`src/rtl/pipelined_barrel_shifter.sv`:
```
// Pipelined multi-mode barrel shifter for FPU mantissa alignment/normalisation.
// Modes: 00 logical left, 01 logical right, 10 arithmetic right, 11 rotate right.
// Define BARREL_ROTATE_EN to build the rotate path; otherwise mode 11 acts as 01.
// Log2 mux stage k shifts by 2**k; a register slice follows every StagesPerReg
// stages and the last stage, giving ceil(NumStages/StagesPerReg) cycles latency.
module pipelined_barrel_shifter #(
  parameter int unsigned DataWidth    = 32,
  parameter int unsigned MaxShift     = 31,
  parameter int unsigned StagesPerReg = 2
) (
  input  logic                              clk_i,
  input  logic                              rst_ni,
  input  logic                              valid_i,
  output logic                              ready_o,
  input  logic [DataWidth-1:0]              data_i,
  input  logic [$clog2(MaxShift+1)-1:0]     shift_amount_i,
  input  logic [1:0]                        mode_i,
  output logic                              valid_o,
  input  logic                              ready_i,
  output logic [DataWidth-1:0]              data_o,
  output logic                              sticky_o
);

  localparam int unsigned AmtW      = $clog2(MaxShift + 1);
  localparam int unsigned NumStages = AmtW;

  localparam logic [1:0] MODE_SLL = 2'b00;
  localparam logic [1:0] MODE_SRL = 2'b01;
  localparam logic [1:0] MODE_SRA = 2'b10;
  localparam logic [1:0] MODE_ROR = 2'b11;

  logic                 en;
  logic                 amt_sat;
  logic [DataWidth-1:0] pre_data;
  logic                 pre_sticky;
  logic [1:0]           pre_mode;
  logic [AmtW-1:0]      pre_amt;

  // Global pipeline enable: advance unless a result is stuck at the output
  assign en      = ready_i | ~valid_o;
  assign ready_o = en;

  // Amounts above MaxShift only exist when MaxShift+1 is not a power of two
  if (((32'd1 << AmtW) - 32'd1) > MaxShift) begin : g_sat
    assign amt_sat = shift_amount_i > AmtW'(MaxShift);
  end else begin : g_nosat
    assign amt_sat = 1'b0;
  end

  // Mode folding and saturation handled up front so the mux stages stay uniform
  always_comb begin
    pre_mode   = mode_i;
`ifndef BARREL_ROTATE_EN
    if (mode_i == MODE_ROR) pre_mode = MODE_SRL;
`endif
    pre_data   = data_i;
    pre_sticky = 1'b0;
    pre_amt    = shift_amount_i;
    if (amt_sat && (pre_mode != MODE_ROR)) begin
      pre_amt = '0;
      if (pre_mode == MODE_SRA) begin
        // Saturates to a shift of DataWidth-1: only sign copies remain
        pre_data   = {DataWidth{data_i[DataWidth-1]}};
        pre_sticky = |data_i[DataWidth-2:0];
      end else begin
        pre_data   = '0;
        pre_sticky = |data_i;
      end
    end
  end

  for (genvar k = 0; k < NumStages; k++) begin : g_stage
    localparam int unsigned Sh     = 32'd1 << k;
    localparam bit          HasReg = (((k + 1) % StagesPerReg) == 0) || (k == NumStages - 1);

    logic [DataWidth-1:0] in_data, data_d, out_data;
    logic                 in_valid, in_sticky, sticky_d, out_valid, out_sticky;
    logic [1:0]           in_mode, out_mode;
    logic [AmtW-1:0]      in_amt, out_amt;

    if (k == 0) begin : g_src_in
      assign in_data   = pre_data;
      assign in_valid  = valid_i;
      assign in_sticky = pre_sticky;
      assign in_mode   = pre_mode;
      assign in_amt    = pre_amt;
    end else begin : g_src_prev
      assign in_data   = g_stage[k-1].out_data;
      assign in_valid  = g_stage[k-1].out_valid;
      assign in_sticky = g_stage[k-1].out_sticky;
      assign in_mode   = g_stage[k-1].out_mode;
      assign in_amt    = g_stage[k-1].out_amt;
    end

    // Shift by 2**k when amount bit k is set, folding discarded bits into sticky
    always_comb begin
      data_d   = in_data;
      sticky_d = in_sticky;
      if (in_amt[k]) begin
        case (in_mode)
          MODE_SLL: begin
            data_d   = {in_data[DataWidth-1-Sh:0], {Sh{1'b0}}};
            sticky_d = in_sticky | (|in_data[DataWidth-1 -: Sh]);
          end
          MODE_SRA: begin
            data_d   = {{Sh{in_data[DataWidth-1]}}, in_data[DataWidth-1:Sh]};
            sticky_d = in_sticky | (|in_data[Sh-1:0]);
          end
`ifdef BARREL_ROTATE_EN
          MODE_ROR: begin
            data_d = {in_data[Sh-1:0], in_data[DataWidth-1:Sh]};
          end
`endif
          default: begin
            data_d   = {{Sh{1'b0}}, in_data[DataWidth-1:Sh]};
            sticky_d = in_sticky | (|in_data[Sh-1:0]);
          end
        endcase
      end
    end

    if (HasReg) begin : g_reg
      logic [DataWidth-1:0] data_q;
      logic                 valid_q, sticky_q;
      logic [1:0]           mode_q;
      logic [AmtW-1:0]      amt_q;

      // Register slice; whole pipeline holds together when en is low
      always_ff @(posedge clk_i or negedge rst_ni) begin
        if (!rst_ni) begin
          data_q   <= '0;
          valid_q  <= 1'b0;
          sticky_q <= 1'b0;
          mode_q   <= '0;
          amt_q    <= '0;
        end else if (en) begin
          data_q   <= data_d;
          valid_q  <= in_valid;
          sticky_q <= sticky_d;
          mode_q   <= in_mode;
          amt_q    <= in_amt;
        end
      end

      assign out_data   = data_q;
      assign out_valid  = valid_q;
      assign out_sticky = sticky_q;
      assign out_mode   = mode_q;
      assign out_amt    = amt_q;
    end else begin : g_comb
      assign out_data   = data_d;
      assign out_valid  = in_valid;
      assign out_sticky = sticky_d;
      assign out_mode   = in_mode;
      assign out_amt    = in_amt;
    end
  end

  assign data_o   = g_stage[NumStages-1].out_data;
  assign valid_o  = g_stage[NumStages-1].out_valid;
  assign sticky_o = g_stage[NumStages-1].out_sticky;

  // Mode and amount are not needed past the final stage
  logic unused_tail;
  assign unused_tail = ^{g_stage[NumStages-1].out_mode, g_stage[NumStages-1].out_amt};

endmodule

```
`config.mk`:
```
export PLATFORM = sky130hd
export DESIGN_NAME = pipelined_barrel_shifter
export DESIGN_NICKNAME = d
export VERILOG_FILES = /design/src/rtl/pipelined_barrel_shifter.sv
export SDC_FILE = /design/constraint.sdc
export NUM_CORES = 1
export LEC_CHECK = 0
export ABC_AREA = 1
export BUFFER_PORTS_ARGS = -buffer_cell sky130_fd_sc_hd__buf_2
export CAP_MARGIN = 5
export CORE_AREA = 3 3 163 86
export CTS_BUF_LIST = sky130_fd_sc_hd__clkbuf_4
export CTS_CLUSTER_SIZE = 16
export DETAILED_ROUTE_END_ITERATION = 8
export DIE_AREA = 0 0 166 89
export MAX_ROUTING_LAYER = met4
export PLACE_DENSITY = 0.73
export SYNTH_ARGS = -nofsm -noshare
export SYNTH_HDL_FRONTEND = slang
export SYNTH_SLANG_ARGS = --single-unit
```
`constraint.sdc`:
```
create_clock -name clk_i -period 1.33 [get_ports clk_i]
set_input_delay 0.266 -clock clk_i [delete_from_list [all_inputs] [get_ports clk_i]]
set_output_delay 0.266 -clock clk_i [all_outputs]
set_load 0.05 [all_outputs]
```
After elaboration in Yosys (flattened, before gate mapping)
Index checks and enable logic that the tools add are counted.

word-level totals
  register bits = 116
  input port bits = 43
  output and inout bits = 35
  word-level logic and storage cells = 59

cells by class
  equality and inequality tests = 4
  mux-type cells = 21
  bitwise gates (word level) = 10
  reduce and logical (&&, ||, !) cells = 11

operator list
  operator                                    count
  case mux 32 bit (2 select lines)            5
  two-way mux 32 bit                          5
  OR reduction 16 bit                         2
  OR reduction 8 bit                          2
  two-way mux 1 bit                           10
  OR 1 bit                                    9
  equality test 2 bit, second input constant  4
  OR reduction 4 bit                          2
  zero test 2 bit                             3
  OR reduction 2 bit                          2
  two-way mux 2 bit                           1
  NOT 1 bit                                   1

Logic depth before layout (Yosys ltp)
Gate-level depths: netlist of run 1.

  depth in word-level cells = 9
  gate-level depth with buffers = 12
  mapped depth without buffers = 12

Worst setup path before layout of run 1
Ideal clock, no wire load.

  path kind = register to register
  from = register g_stage[4].g_reg.valid_q, in the netlist valid_o
  to = register g_stage[3].g_reg.data_q[3]
  setup time = 159 ps
  data arrival time = 1857 ps
  required time = 1171 ps
  path slack = -686 ps
  stages on the path, launching flop included = 7
  buffers on the path = 2
  period minus slack after synthesis = 2016 ps
  cell sequence = dfrtp_1 > inv_1 > nor2_2 > inv_2 > clkbuf_1 > clkbuf_1 > o21ai_0

on the way
  cells in the longest elaborated chain, start to end = 2

RTL lines
  element                 RTL line  text
  from (decl)             124       logic valid_q, sticky_q;
  from (signal assigned)  138       valid_q <= in_valid;
  NOT 1 bit               40        assign en = ready_i | ~valid_o;
  OR 1 bit                40
  net ready_o             14        output logic ready_o,
  to (signal assigned)    137       data_q <= data_d;
  to (decl)               123       logic [DataWidth-1:0] data_q;

The timed path passes the listed nets, and every way through them passes these cells.
A chain may end at the register's enable or synchronous reset.

Final worst setup path of run 1
  from = register g_stage[1].g_reg.mode_q[0]
  to = register g_stage[3].g_reg.data_q[1]

on the way
  cells in the longest elaborated chain, start to end = 5
  elaborated cells between the ends (all ways) = 6
  classes of those cells = eq/ne: 1; mux: 4; reduce/logical: 1

RTL lines
  element                                                 RTL line  text
  from (decl)                                             125       logic [1:0] mode_q;
  from (signal assigned)                                  140       mode_q <= in_mode;
  equality test 2 bit or zero test 2 bit (tied branches)  100       case (in_mode)
  case mux 32 bit (2 select lines)                        100
  two-way mux 32 bit                                      99        if (in_amt[k]) begin
  case mux 32 bit (2 select lines)                        100
  two-way mux 32 bit (*)                                  99

Every way passes the cells marked *; elsewhere a longest branch is shown, timed or not.

==> results.yml, run 1 <==
synth:
  netlist_area_um2: 6890
  synth_top_area_share_pct: 40.0
  synth_top_family_by_area: "simple AND/OR/NAND/NOR gates"
  synthTopCellsByArea: "dfrtp_1 (40%), nand2_1 (13%), o21ai_0 (10%)"
  avgSynthCellArea_um2: 6.87
  synth_warnings: 0
  synth-edff-count: 0
  yosys.area_share.simple_pct: 26.1
  synth.largest_area_cell: "dfrtp_1"
  synth.most_common_cell: "nand2_1"
  synth_cells: 1002
  synth_ff_type: "dfrtp_1"
  synthAdderAreaFrac_pct: 0
  async_flop_share_pct: 100
  syn-num-nets: 1045
  post_synth_most_frequent_cells: "nand2_1 (237), o21ai_0 (137), dfrtp_1 (110)"
  ys_seq_elements: 110
  yosys.area_share.xor_xnor_pct: 0
  synth_mux_area_share_pct: 0
  ys_types: 36
  ys_seq_area_share_pct: 40.0
  synth-compound-area-share_pct: 24.5
detailed_routing:
  dr.first_iter.drc_count: 1156
  avgRoutedWirePerCell_um: 19.9
  drc: 0
  vias_per_cell: 6.10
  drt_first_pass_iters: 5
  vias: 8411
  postRouteAntennaNets: 0
  drt-total-wl_um: 27500
worst_setup_path:
  cp.required_ns: 1.78
  crit_family: "buffers and inverters"
  crit_chain: "nor2_4, buf_12, buf_12, buf_4, nor2_4, buf_8, nand2_1, o21ai_1, nand2_1, o21ai_1"
  r2r-end: "g_stage[3].g_reg.data_q[1]"
  critical_path.slowest_cell: "dfrtp_2"
  reg2reg_depth: 10
  crit_buf_inv: 4
  cp-end-kind: "register"
  rrSetupSlack_ns: -0.42
  setup.worst_path.start: "g_stage[1].g_reg.mode_q[0]"
  worst-path-max-fanout: 15
  startpoint_type: "register"
  rr_startpoint: "g_stage[1].g_reg.mode_q[0]"
  path_class: "register to register"
  crit_path_max_incr_delay_ns: 0.45
  cp.arrival_ns: 2.20
timing:
  slew_violations: 0
  min_period_ns: 1.75
  rsz0062_at_grt: "yes"
  max_slew_margin_pct: 57.2
  clock_skew_ns: 0.0234
  worst_slack_ns: -0.422
  finalHoldViolations: 0
  finalSetupViolCount: 119
  worstMarginPinSlew_ns: 0.635
  clock.fmax_ghz: 0.571
  fin_crit_sh_pct: 132
min_path:
  hp-start: "mode_i[0]"
  hold_end: "g_stage[1].g_reg.mode_q[0]"
  hold_class: "input port to register"
  whs_path_depth: 4
power_and_ir_drop:
  p_sw_share_pct: 49.5
  p_int_mw: 11.8
  switching_power_mw: 11.6
  power.ir.vdd_worst_mv: 2.40
  p_seq_share_pct: 26.6
  clockPowerShare_pct: 8.6
  power_frac_comb_pct: 64.7
  p_leak_nw: 4.80
  cellPowerDensity_nw_per_um2: 2260
final_layout:
  final_core_util_pct: 82.2
  final_cell_area_um2: 10300
  syn_to_final_growth_pct: 50.2
  drive_above_1_share_pct: 37.7
  nets: 1246
  final_cells: 1379
place:
  io_buffers: 77
  routabilityCongestion: 0.972
  place_area_um2: 8190
  place_ws_ns: -0.355
  dp_hpwl_um: 15400
  dpl.cell_count: 1284
clocking:
  clkSinkCount: 110
  cts_tree: "built"
  worst_skew_pair.late_latency_ns: 0.51
  cts_root_buffer: "clkbuf_4"
  clk_path_buf_depth: 2
  clk_pin_slew_ns: 0.19
  htree_levels: 3
  cts_made_buffers: 9
status:
  status: "finished, violations left"
  violations: "setup timing"
grt:
  grt_pass1_wl_um: 36900
  grt_overflow: 0
  grt_util_all_layers_pct: 32.2
  grt_max_degree: 57
  grt_pass1_vias: 7047
  antenna_found_initial: 1
floorplan:
  die_area_um2: 14800
  placementRows: 29
  die_w_um: 166
  io-pin-count: 78
  core_area_um2: 12600
  initial_core_util_pct: 54.7
  die_height_um: 89
job:
  max_cap_viol_count: 0
==> routing by layer <==
metal	share of wire, %	vias to the layer above	global-route usage, %
met3	9.7	128	5.83
met1	40	3914	44.1
met5	0	-	-
li1	-	3767	-
met4	4.0	0	10.8
met2	46	602	49.2
==> stage by stage <==
| stage | hold slack (ns) | power [mW] | setup TNS [ns] |
|---|---|---|---|
| detailed placement | 0.294 | 15.7 | -11.79 |
| finish | 0.176 | 23.4 | -16.30 |
| floorplan | -0.0296 | 12.1 | -3.54 |
| global placement | 0.290 | 15.5 | -9.67 |
| CTS | 0.167 | 19.9 | -7.58 |
| global route | 0.171 | 24.4 | -23.11 |
==> how the worst max path moves through the flow <==
stage	to	slack, ns	depth (start not counted)
after global placement	g_stage[3].g_reg.data_q[4]	-0.36	8
after detailed placement	g_stage[3].g_reg.data_q[4]	-0.36	8
after global routing	g_stage[3].g_reg.sticky_q	-0.51	12
after CTS	g_stage[3].g_reg.sticky_q	-0.30	12
final	g_stage[3].g_reg.data_q[1]	-0.42	10
after floorplan	g_stage[3].g_reg.sticky_q	-0.13	11
==> registers in the layout (all words and copies together) (netlist names) <==
name,cells
sticky_o,1
data_o,32
g_stage.g_reg.sticky_q,2
g_stage.g_reg.mode_q,4
g_stage.g_reg.amt_q,4
valid_o,1
g_stage.g_reg.data_q,64
g_stage.g_reg.valid_q,2
==> cell usage in the layout, fill, tap and decap left out, types with 5 or more instances in the layout <==
| cell type | instances |
|---|---|
| nand2_1 | 202 |
| dfrtp_1 | 106 |
| buf_4 | 106 |
| o21ai_1 | 92 |
| nor2_1 | 81 |
| inv_1 | 73 |
| buf_6 | 52 |
| o21ai_2 | 50 |
| a21oi_1 | 43 |
| buf_2 | 41 |
| o21ai_0 | 37 |
| nand3_1 | 36 |
| nand2_2 | 32 |
| buf_12 | 30 |
| o22ai_1 | 29 |
| nor2_4 | 17 |
| nor2_2 | 17 |
| nand3_2 | 13 |
| a21oi_2 | 13 |
| o211ai_1 | 12 |
| a31oi_1 | 11 |
| inv_2 | 10 |
| clkbuf_4 | 9 |
| buf_8 | 9 |
| nand4_1 | 8 |
| o22ai_2 | 6 |
| buf_16 | 6 |
| nand2_4 | 5 |
| nor3_2 | 5 |
| dlygate4sd3_1 | 5 |
==> worst register-to-register path, delay by kind of cell (launching register included) <==
family          cells  cell delay (ns)
simple gates        4             0.39
compound gates      2             0.28
flops               1             0.45
buf+inv             4             0.59
==> power groups by stage <==
stage | logic, mW | clock network (mW) | registers [mW]
2_1_floorplan | 4.81 | 0 | 7.31
4_1_cts | 12.0 | 2.00 | 5.91
3_5_place_dp | 9.79 | 0 | 5.86
3_3_place_gp | 9.66 | 0 | 5.81
5_1_grt | 15.9 | 2.19 | 6.31
6_report | 15.1 | 2.02 | 6.23
==> cells by family after synthesis <==
family,after synthesis
buffers and inverters,153
flip-flops,110
AND/OR/NAND/NOR,431
AO/OA/AOI/OAI,308
==> layout make-up <==
cell class                      count  area [µm²]
Multi-Input combinational cell    739        4190
Sequential cell                   110        2760
Timing Repair Buffer              253        2640
Fill cell                         783        2250
Inverter                           88         353
Tap cell                          170         213
Clock inverter                      7         108
Clock buffer                        9        67.6
Timing Repair inverter              2        12.5
Antenna cell                        1        2.50
==> timing repair <==
action / CTS / global route
endpoints found under the hold margin: 114 / 0
buffers inserted: 29 / 30
cloned: 7 / 8
pin swaps: 14 / 65
resized for setup: 174 / 240
setup endpoints to repair: 104 / 141
hold buffers: 5 / 0
Power figures use the tool's default switching activity.
==> inputs of run 2 (changes only) <==
Settings changed: PLACE_DENSITY 0.73 to 0.81.
==> run 2 against run 1 <==
  * The flow still finishes with violations (setup timing)
  * Die area unchanged
  * Via count down 4.0%
  * Sequential cell count unchanged
  * Cell count down 0.36%
  * Global-route usage down 0.94 points
  * Clock skew down 0.0031 ns
  * Combinational power down 7%
  * Critical path depth down 5
  * Sequential share of layout area up 0.45 points
  * Core utilization down 1.3 points
  * Maximum frequency up 1.7%
  * Critical endpoint is now ready_o
==> results.yml, run 2 (synthesized netlist as in run 1, its figures left out) <==
status:
  status: "finished, violations left"
  violations: "setup timing"
place:
  place_ws_ns: -0.401
  dpl.cell_count: 1286
  io_buffers: 77
  dp_hpwl_um: 15400
  routabilityCongestion: 0.960
  place_area_um2: 8110
clocking:
  cts_made_buffers: 9
  htree_levels: 3
  worst_skew_pair.late_latency_ns: 0.51
  cts_tree: "built"
  clkSinkCount: 110
  cts_root_buffer: "clkbuf_4"
  clk_path_buf_depth: 2
  clk_pin_slew_ns: 0.19
detailed_routing:
  drc: 0
  vias_per_cell: 5.88
  drt_first_pass_iters: 6
  avgRoutedWirePerCell_um: 18.4
  vias: 8078
  postRouteAntennaNets: 0
  dr.first_iter.drc_count: 845
  drt-total-wl_um: 25200
timing:
  fin_setup_tns_ns: -16.47
  clock_skew_ns: 0.0204
  clock.fmax_ghz: 0.580
  finalSetupViolCount: 110
  rsz0062_at_grt: "yes"
  finalHoldViolations: 0
  min_period_ns: 1.72
  fin_crit_sh_pct: 130
  worstMarginPinSlew_ns: 0.568
  timing.hold.ws_ns: 0.138
  worst_slack_ns: -0.393
  max_slew_margin_pct: 61.8
  slew_violations: 0
worst_setup_path:
  worst-path-max-fanout: 2
  cp-end-kind: "primary output"
  crit_chain: "inv_2, nor2_4, clkinv_4, buf_6, buf_8"
  rr_startpoint: "g_stage[1].g_reg.mode_q[1]"
  setup.worst_path.start: "valid_o"
  cp.required_ns: 1.06
  rrSetupSlack_ns: -0.38
  cp.arrival_ns: 1.46
  reg2reg_depth: 11
  crit_path_max_incr_delay_ns: 0.42
  startpoint_type: "register"
  path_class: "register to primary output"
  critical_path.slowest_cell: "dfrtp_2"
  r2r-end: "g_stage[3].g_reg.data_q[17]"
min_path:
  whs_path_depth: 4
  hold_class: "input port to register"
  hold_end: "g_stage[1].g_reg.mode_q[0]"
  hp-start: "mode_i[0]"
floorplan:
  die_height_um: 89
  die_w_um: 166
  io-pin-count: 78
  initial_core_util_pct: 54.7
  placementRows: 29
  core_area_um2: 12600
  die_area_um2: 14800
final_layout:
  drive_above_1_share_pct: 36.7
  nets: 1242
  largest_reg_flops: 64
  regMostFlops: "g_stage.g_reg.data_q"
  final_cells: 1374
  final_cell_area_um2: 10200
  layout_common_cells: "nand2_1 (204), buf_4 (107), dfrtp_1 (104)"
  syn_to_final_growth_pct: 47.9
  antenna_cells: 0
  final_common_cell: "nand2_1"
grt:
  grt_max_degree: 83
  grt_overflow: 0
  grt_util_all_layers_pct: 31.3
  grt_pass1_wl_um: 36100
  grt_pass1_vias: 7004
  antenna_found_initial: 0
power_and_ir_drop:
  p_leak_nw: 4.74
  power.ir.vdd_worst_mv: 2.01
  cellPowerDensity_nw_per_um2: 2140
job:
  max_cap_viol_count: 0
run 2: layout make-up:
cell class / instances / area (µm²)
Clock buffer: 9 / 67.6
Multi-Input combinational cell: 740 / 4190
Timing Repair Buffer: 250 / 2520
Clock inverter: 7 / 83.8
Inverter: 88 / 350
Tap cell: 170 / 213
Fill cell: 802 / 2410
Sequential cell: 110 / 2760
run 2: critical path: cells and delay by family, from the launching register on:
family / cells / cell delay [ns]
buffers and inverters: 4 / 0.39
flip-flops: 1 / 0.42
AND/OR/NAND/NOR: 1 / 0.13
run 2: worst max-delay path by stage:
stage | to | slack (ns) | cells after the start
3_3_place_gp | g_stage[3].g_reg.data_q[29] | -0.37 | 11
5_1_grt | ready_o | -0.45 | 5
4_1_cts | ready_o | -0.32 | 5
3_5_place_dp | g_stage[3].g_reg.data_q[29] | -0.40 | 11
2_1_floorplan | g_stage[3].g_reg.sticky_q | -0.13 | 11
6_report | ready_o | -0.39 | 5
run 2: power by group:
group	internal, mW	switching (mW)	total [mW]
logic	5.90	8.05	14.0
clock network	0.459	1.30	1.76
registers	4.72	1.39	6.12
total	11.1	10.7	21.8
run 2: metrics by stage:
stage	power, mW	utilization (%)
finish	21.8	80.9
global route	23.0	80.9
CTS	19.4	73.0
detailed placement	15.5	64.4
global placement	15.3	64.4
floorplan	12.1	-
run 2: repair_timing:
item | 4_1_cts | 5_1_grt
hold buffers | 5 | 0
buffers inserted | 26 | 25
pin swaps | 41 | 65
resized for setup | 179 | 182
hold endpoints to repair | 114 | 0
gates cloned | 5 | 12
endpoints found under the setup margin | 99 | 139
run 2: per-layer routing:
metal | vias up | global-route usage, % | routed length (µm)
met5 | - | - | 0
met4 | 0 | 7.47 | 730
met3 | 74 | 4.33 | 2120
met2 | 407 | 49.5 | 11600
met1 | 3829 | 43.4 | 10800
li1 | 3768 | - | -
